**src/rtl/vga_mem_arbiter_pkg.sv**
```systemverilog
`default_nettype none
// ============================================================================
//  Module      : vgachargen_pkg
//  Description : Shared types and constants for the character/attribute RAM
//                arbiter: owner encoding, response tag and default widths.
//  Revision    : 1.0 - initial release
// ============================================================================
package vgachargen_pkg;

    // 80x30 cells = 2400 words, so 12 bits of word address
    localparam int CH_ADDR_W = 12;
    localparam int CH_DATA_W = 32;

    // Which side of the arbiter a read response belongs to
    typedef enum logic {
        OWNER_DISP = 1'b0,
        OWNER_BUS  = 1'b1
    } mem_owner_e;

    // One entry of the response tag pipe
    typedef struct packed {
        logic       valid;
        mem_owner_e owner;
    } rsp_tag_t;

endpackage
`default_nettype wire

```
**src/rtl/vga_mem_rsp_pipe.sv**
```systemverilog
`default_nettype none
// ============================================================================
//  Module      : vga_mem_rsp_pipe
//  Description : Two-stage read-response tag pipe. Stage 1 lines up with the
//                RAM read data; the data is captured into the owner's
//                holding register and the owner's valid pulses from stage 2.
//  Revision    : 1.0 - initial release
// ============================================================================
module vga_mem_rsp_pipe
    import vgachargen_pkg::*;
#(
    parameter int DATA_W = CH_DATA_W
)(
    input  logic              clk_i,
    input  logic              arst_i,
    input  rsp_tag_t          issue_tag_i,
    input  logic [DATA_W-1:0] mem_rdata_i,
    output logic              disp_rvalid_o,
    output logic [DATA_W-1:0] disp_rdata_o,
    output logic              bus_rvalid_o,
    output logic [DATA_W-1:0] bus_rdata_o
);

    rsp_tag_t          stage1_q;
    rsp_tag_t          stage2_q;
    logic [DATA_W-1:0] disp_rdata_q;
    logic [DATA_W-1:0] disp_rdata_d;
    logic [DATA_W-1:0] bus_rdata_q;
    logic [DATA_W-1:0] bus_rdata_d;

    // Tag shift register; reset drops any read still in flight
    always_ff @(posedge clk_i or posedge arst_i) begin
        if (arst_i) begin
            stage1_q <= '0;
            stage2_q <= '0;
        end else begin
            stage1_q <= issue_tag_i;
            stage2_q <= stage1_q;
        end
    end

    // Steer the RAM data to its owner; the other holding register keeps its value
    always_comb begin
        disp_rdata_d = disp_rdata_q;
        bus_rdata_d  = bus_rdata_q;
        if (stage1_q.valid) begin
            if (stage1_q.owner == OWNER_DISP) begin
                disp_rdata_d = mem_rdata_i;
            end else begin
                bus_rdata_d  = mem_rdata_i;
            end
        end
    end

    // Per-owner read data holding registers
    always_ff @(posedge clk_i or posedge arst_i) begin
        if (arst_i) begin
            disp_rdata_q <= '0;
            bus_rdata_q  <= '0;
        end else begin
            disp_rdata_q <= disp_rdata_d;
            bus_rdata_q  <= bus_rdata_d;
        end
    end

    assign disp_rvalid_o = stage2_q.valid && (stage2_q.owner == OWNER_DISP);
    assign bus_rvalid_o  = stage2_q.valid && (stage2_q.owner == OWNER_BUS);
    assign disp_rdata_o  = disp_rdata_q;
    assign bus_rdata_o   = bus_rdata_q;

endmodule
`default_nettype wire

```
**src/rtl/vga_mem_arbiter.sv**
```systemverilog
`default_nettype none
// ============================================================================
//  Module      : vga_mem_arbiter
//  Description : Shares the single-port character/attribute RAM between the
//                display fetch path (absolute priority) and the bus side.
//                Read data returns two cycles after the access, tagged to
//                its owner. Counts bus requests that lost to the display.
//  Revision    : 1.0 - initial release
// ============================================================================
module vga_mem_arbiter
    import vgachargen_pkg::*;
#(
    parameter int ADDR_W         = CH_ADDR_W,
    parameter int DATA_W         = CH_DATA_W,
    parameter int CLK_FACTOR_25M = 4,
    parameter int CNT_W          = 16
)(
    input  logic                clk_i,
    input  logic                arst_i,
    input  logic                disp_req_i,
    input  logic [ADDR_W-1:0]   disp_addr_i,
    output logic                disp_rvalid_o,
    output logic [DATA_W-1:0]   disp_rdata_o,
    input  logic                bus_req_i,
    input  logic                bus_we_i,
    input  logic [ADDR_W-1:0]   bus_addr_i,
    input  logic [DATA_W-1:0]   bus_wdata_i,
    input  logic [DATA_W/8-1:0] bus_be_i,
    output logic                bus_gnt_o,
    output logic                bus_rvalid_o,
    output logic [DATA_W-1:0]   bus_rdata_o,
    output logic                mem_en_o,
    output logic [DATA_W/8-1:0] mem_we_o,
    output logic [ADDR_W-1:0]   mem_addr_o,
    output logic [DATA_W-1:0]   mem_wdata_o,
    input  logic [DATA_W-1:0]   mem_rdata_i,
    output logic [CNT_W-1:0]    conflict_cnt_o
);

    // The display strobe must leave at least one free cycle, and the data
    // path is split into byte lanes.
    if ((CLK_FACTOR_25M < 2) || ((DATA_W % 8) != 0)) begin : g_param_check
        $error("vga_mem_arbiter: CLK_FACTOR_25M must be >= 2 and DATA_W a multiple of 8");
    end

    rsp_tag_t         issue_tag;
    logic [CNT_W-1:0] conflict_q;
    logic [CNT_W-1:0] conflict_d;

    // Same-cycle arbitration: display first, bus takes any free cycle
    always_comb begin
        mem_en_o        = 1'b0;
        mem_we_o        = '0;
        mem_addr_o      = '0;
        mem_wdata_o     = '0;
        bus_gnt_o       = 1'b0;
        issue_tag       = '0;
        issue_tag.owner = OWNER_DISP;
        if (disp_req_i) begin
            mem_en_o        = 1'b1;
            mem_addr_o      = disp_addr_i;
            issue_tag.valid = 1'b1;
            issue_tag.owner = OWNER_DISP;
        end else if (bus_req_i) begin
            mem_en_o        = 1'b1;
            mem_addr_o      = bus_addr_i;
            mem_wdata_o     = bus_wdata_i;
            mem_we_o        = bus_we_i ? bus_be_i : '0;
            bus_gnt_o       = 1'b1;
            issue_tag.valid = !bus_we_i;
            issue_tag.owner = OWNER_BUS;
        end
    end

    // Saturating count of cycles in which the bus lost to the display
    always_comb begin
        conflict_d = conflict_q;
        if (bus_req_i && disp_req_i && (conflict_q != {CNT_W{1'b1}})) begin
            conflict_d = conflict_q + CNT_W'(1);
        end
    end

    // Conflict counter register
    always_ff @(posedge clk_i or posedge arst_i) begin
        if (arst_i) begin
            conflict_q <= '0;
        end else begin
            conflict_q <= conflict_d;
        end
    end

    assign conflict_cnt_o = conflict_q;

    vga_mem_rsp_pipe #(
        .DATA_W (DATA_W)
    ) u_rsp_pipe (
        .clk_i         (clk_i),
        .arst_i        (arst_i),
        .issue_tag_i   (issue_tag),
        .mem_rdata_i   (mem_rdata_i),
        .disp_rvalid_o (disp_rvalid_o),
        .disp_rdata_o  (disp_rdata_o),
        .bus_rvalid_o  (bus_rvalid_o),
        .bus_rdata_o   (bus_rdata_o)
    );

endmodule
`default_nettype wire

```
**config.mk**
```make
export PLATFORM = sky130hd
export DESIGN_NAME = vga_mem_arbiter
export DESIGN_NICKNAME = d
export VERILOG_FILES = /design/src/rtl/vga_mem_arbiter_pkg.sv /design/src/rtl/vga_mem_rsp_pipe.sv /design/src/rtl/vga_mem_arbiter.sv
export SDC_FILE = /design/constraint.sdc
export NUM_CORES = 1
export LEC_CHECK = 0
export CELL_PAD_IN_SITES_DETAIL_PLACEMENT = 1
export CELL_PAD_IN_SITES_GLOBAL_PLACEMENT = 2
export CORE_MARGIN = 5
export CORE_UTILIZATION = 23
export CTS_BUF_LIST = sky130_fd_sc_hd__clkbuf_4 sky130_fd_sc_hd__clkbuf_8 sky130_fd_sc_hd__clkbuf_16
export DETAILED_ROUTE_END_ITERATION = 16
export HOLD_SLACK_MARGIN = 0.06
export PLACE_DENSITY = 0.95
export SETUP_SLACK_MARGIN = 0.02
export SYNTH_ARGS = -nofsm -noshare
export SYNTH_HDL_FRONTEND = slang
export SYNTH_SLANG_ARGS = --single-unit
```
**constraint.sdc**
```tcl
create_clock -name clk_i -period 3.9 [get_ports clk_i]
set_input_delay 0.585 -clock clk_i [delete_from_list [all_inputs] [get_ports clk_i]]
set_output_delay 0.585 -clock clk_i [all_outputs]
set_load 0.02 [all_outputs]
```
======== After elaboration in Yosys (flattened, before gate mapping) ========
Index checks and enable logic that the tools add are counted.
word-level totals
  register bits after elaboration ......... 84
  bits in latches ......................... 0
  memory bits (writable) .................. 0
  memory bits (read-only) ................. 0
  bits of input ports ..................... 97
  memories ................................ 0
operators by class
  $add $sub $neg .......................... 1
  multipliers ............................. 0
  divide/modulo/power cells ............... 0
  magnitude comparators ................... 0
  equality and inequality tests ........... 1
  shift-type cells ........................ 0
  muxes and demuxes ....................... 12
  bitwise operators ....................... 2
  reduce and logical (&&, ||, !) cells .... 7
operators by type and width
  operator                 count
  $mux W32                 2
  $mux W12                 2
  $add A16 B1 Y16 const B  1
  $ne A16 B16 Y1 const B   1
  $mux W4                  3
  $logic_and A1 B1 Y1      4
  $mux W2                  2
  $reduce_and A2 Y1        2
  $mux W1                  3
  $not A1 Y1               2
  $logic_not A1 Y1         1

======== Depth between registers and ports, before layout ========
  word-level depth ........................ 3
  depth in mapped cells ................... 6

======== Cells and area by module ========
From an unflattened synthesis, not the netlist that was laid out.
unflattened totals
  cells, all modules ...................... 276
  area total of the unflattened synthesis .. 3732.3 um2
by module, submodules not included
  module            instances  cells an instance  area an instance (um2)  sequential area each (um2)
  vga_mem_rsp_pipe  1          144                2542.4                  1701.6
  vga_mem_arbiter   1          132                1189.9                  400.4

======== Worst setup path before layout ========
Ideal clock, no wire load.
  path type ............................... input to output
  start point ............................. input port disp_req_i
  end point ............................... output port mem_addr_o[10]
  data arrival time ....................... 1716 ps
  slack ................................... 1599 ps
  stages on the path ...................... 5
  path buffers ............................ 3
  path through ............................ clkbuf_2 -> nor2b_1 -> clkbuf_1 -> clkbuf_1 -> a22o_1
between the ends
  cells in the longest elaborated chain, start to end .. 1
RTL lines
  element      RTL line               text
  from (decl)  vga_mem_arbiter.sv:20  input logic disp_req_i,
  $mux W12     vga_mem_arbiter.sv:59  if (disp_req_i) begin
  to (decl)    vga_mem_arbiter.sv:34  output logic [ADDR_W-1:0] mem_addr_o,
Every way passes these cells.

======== Worst setup path in the final report ========
  start point ............................. input port bus_req_i
  end point ............................... output port mem_wdata_o[5]
between the ends
  cells in the longest elaborated chain, start to end .. 2
RTL lines
  element      RTL line               text
  from (decl)  vga_mem_arbiter.sv:24  input logic bus_req_i,
  $mux W32     vga_mem_arbiter.sv:64  end else if (bus_req_i) begin
  $mux W32     vga_mem_arbiter.sv:59
  to (decl)    vga_mem_arbiter.sv:35  output logic [DATA_W-1:0] mem_wdata_o,
Every way passes these cells.

==> summary.txt <==
Synthesis
  • Unique masters post-synth: 30
  • Post-synthesis compound-gate area fraction: 3.47%
  • Post-synth net total: 376
  • Synth warn: 0
  • Sequential area share after synthesis: 57.8%
  • Ys async rst share: 100%
  • Top-count cell post-synth: dfrtp_1
  • Post-Syn Instances: 278
  • XOR/XNOR share of the synthesized area: 3.61%
  • Mux cell area share after synthesis: 20.1%
  • Largest family of logic cells by synthesized area: multiplexers
  • Synth Area in Adders: 0.344%
  • Post-Synth Simple-Gate Area: 12.8%
  • Mapped Avg Cell Area: 13.1 um^2
  • Top_reg_cell synth: dfrtp_1
  • Post-synthesis cell area: 3640 um^2
  • Synth cell count leaders: dfrtp_1, mux2_2, and2_1, a22o_1
  • Synthesized flop and latch total: 84
  • Synth top area share: 57.8%
  • Yosys top cell by area: dfrtp_1
  • Ranking of synthesized cells by area: dfrtp_1, mux2_2, and2_1
  • Number of synthesized flops with an enable pin: 0

STA
  • Fin Setup TNS: 0 ps
  • Setup WS post-layout: 784 ps
  • Endpoints failing hold: 0
  • Worst slew pin tran: 1130 ps
  • Worst relative slew slack: 24.6%
  • Max Clk Rate: 0.321 GHz
  • Crit path time final: 3120 ps
  • WHS: 397 ps
  • RSZ-0062 raised after global routing: false
  • Tcrit/Tclk final: 79.9%
  • Setup violators final: 0
  • Worst Skew: 5.98 ps
  • Max-slew violations: 0

Worst setup path
  • Endpoint type of the worst setup path: output port
  • Startpoint types: input pin
  • Crit-path max FO: 49
  • Critical Path Most Common Cell: clkdlybuf4s50_1
  • Cell Chain, Critical Path: clkdlybuf4s50_1 -> nor2b_2 -> buf_4 -> and2_1 -> clkdlybuf4s50_1
  • Crit path DAT: 2530 ps
  • Setup CP Type: in -> out
  • Critical Path RT: 3310 ps
  • CP max stage cell: clkdlybuf4s50_1
  • CP max stage delay: 620 ps

Cells and area
  • ANT cells: 0
  • Post-layout util: 41.0%
  • Final Non-Filler Cells: 726
  • Post-layout net count: 603
  • Layout area overhead: 77.1%
  • Final instance area: 6440 um^2
  • Share of cells above drive strength 1: 17.3%

GRT
  • GRT Total Usage: 13.7%
  • Number of global-route vias before repair: 3553
  • First-pass GRT wire length: 19.4 mm
  • Grt ovf: 0
  • Antenna violations before repair: 0
  • Largest net degree at the start of global routing: 64

Power
  • Leakage Power: 2.61 nW
  • Tot Pwr: 2.82 mW
  • Power per Cell Area: 438 nW/um^2
  • Peak supply drop: 197 uV

Drt
  • DRT iter0 DRCs: 81
  • Antenna viol nets, final: 0
  • DR vias: 3130
  • Wire per inst: 17.4 um
  • Via density: 4.31
  • Pre-Repair DR Iteration Count: 4
  • DRT Wirelength: 12.7 mm
  • DRC violations left: 0

Clock network
  • Clock latency on the worst-skew pair: 340 ps
  • Clock Sinks: 84
  • Clock buffer depth: 2
  • Cts hold-fix bufs: 0
  • Clock transition at the registers of the reported paths: 60 ps
  • # resized after CTS: 0
  • Setup bufs post-CTS: 0
  • CTS Buf Count: 9
  • CTS tree: built
  • H-tree depth: 3
  • Root buffer cell: clkbuf_16

Placement
  • Gpl congestion: 0.794
  • Worst Setup Slack post-DPL: 763 ps
  • Area after DPL: 6160 um^2
  • IO Port Bufs: 228
  • Cells after DPL: 710
  • DP HPWL: 10.1 mm

Outcome
  • Status: finished, final reports clean

Die
  • Width of the chip: 136 um
  • I/O pins: 229
  • Initial core utilization: 23.2%
  • Die height: 136 um
  • Placement row count: 46
  • Core area: 15700 um^2
  • Die Area: 18400 um^2

Run
  • Max_cap viols: 0

Hold path
  • Class of the worst hold path: reg -> reg
==> worst paths after layout <==
| kind | start | depth (start not counted) | to | slack, ps |
|---|---|---|---|---|
| worst min-delay path | u_rsp_pipe.stage1_q[0] | 0 | u_rsp_pipe.stage2_q[0] | 400 |
| worst max register to register | conflict_cnt_o[8] | 4 | conflict_cnt_o[3] | 2100 |
| worst min register to register | u_rsp_pipe.stage1_q[0] | 0 | u_rsp_pipe.stage2_q[0] | 400 |
| max in group asynchronous | arst_i | 3 | u_rsp_pipe.bus_rdata_o[11] | 2180 |
| min in group asynchronous | arst_i | 2 | u_rsp_pipe.bus_rdata_o[21] | 820 |
| worst max-delay path | bus_req_i | 5 | mem_wdata_o[5] | 780 |
==> worst max-delay path: cells and delay by family <==
kind | cells | cell delay (ps)
buffers and inverters | 3 | 1520
AND/OR/NAND/NOR | 2 | 410
==> registers in the layout, summed over array words and instances (netlist names) <==
register / count
u_rsp_pipe.bus_rdata_o: 32
conflict_cnt_o: 16
u_rsp_pipe.stage2_q: 2
u_rsp_pipe.disp_rdata_o: 32
u_rsp_pipe.stage1_q: 2
==> placed cells by master (no fill, tap or decap), drive strengths merged, types with 2 or more instances in the layout <==
cell type / count
nor4: 2
nand3: 5
and2: 35
clkinv: 3
xor2: 6
nand2: 9
nor3: 4
clkdlybuf4s50: 228
xnor2: 9
a22o: 12
nand4: 7
buf: 4
dfrtp: 84
or2: 2
clkbuf: 14
nor2: 4
mux2: 65
nor2b: 2
and3: 5
==> routing by layer <==
metal  wire length [um]  vias up  part of all wire (%)  track usage, %
met2               6490      178                    51            24.2
met1               4590     1511                    36            14.2
met5                  0        -                     0               0
met4                230        0                   1.8            5.32
li1                   -     1425                     -               -
met3               1340       16                    11            6.17
==> cells by family (layout without fill, tap and decap cells) <==
group                    count (synthesis)  after routing
multiplexers                            65             65
buffers and inverters                   18            250
flip-flops                              84             84
adder cells (fa/ha/maj)                  1              1
AO/OA/AOI/OAI                           15             15
AND/OR/NAND/NOR                         80             80
XOR/XNOR                                15             15
==> final cells by class <==
cell class,instances,area (um^2)
inverter,2,8.76
tap,216,270
fill,1695,9270
timing repair buffer,232,2310
multi-input combinational,176,1470
clock buffer,14,269
clock inverter,2,10.0
sequential,84,2100
==> where the power goes <==
group	switching, mW	internal, mW	total [mW]
Clock	0.324	0.475	0.799
Combinational	0.412	0.490	0.902
Sequential	0.108	1.01	1.12
Total	0.843	1.98	2.82
Power figures use the tool's default switching activity.
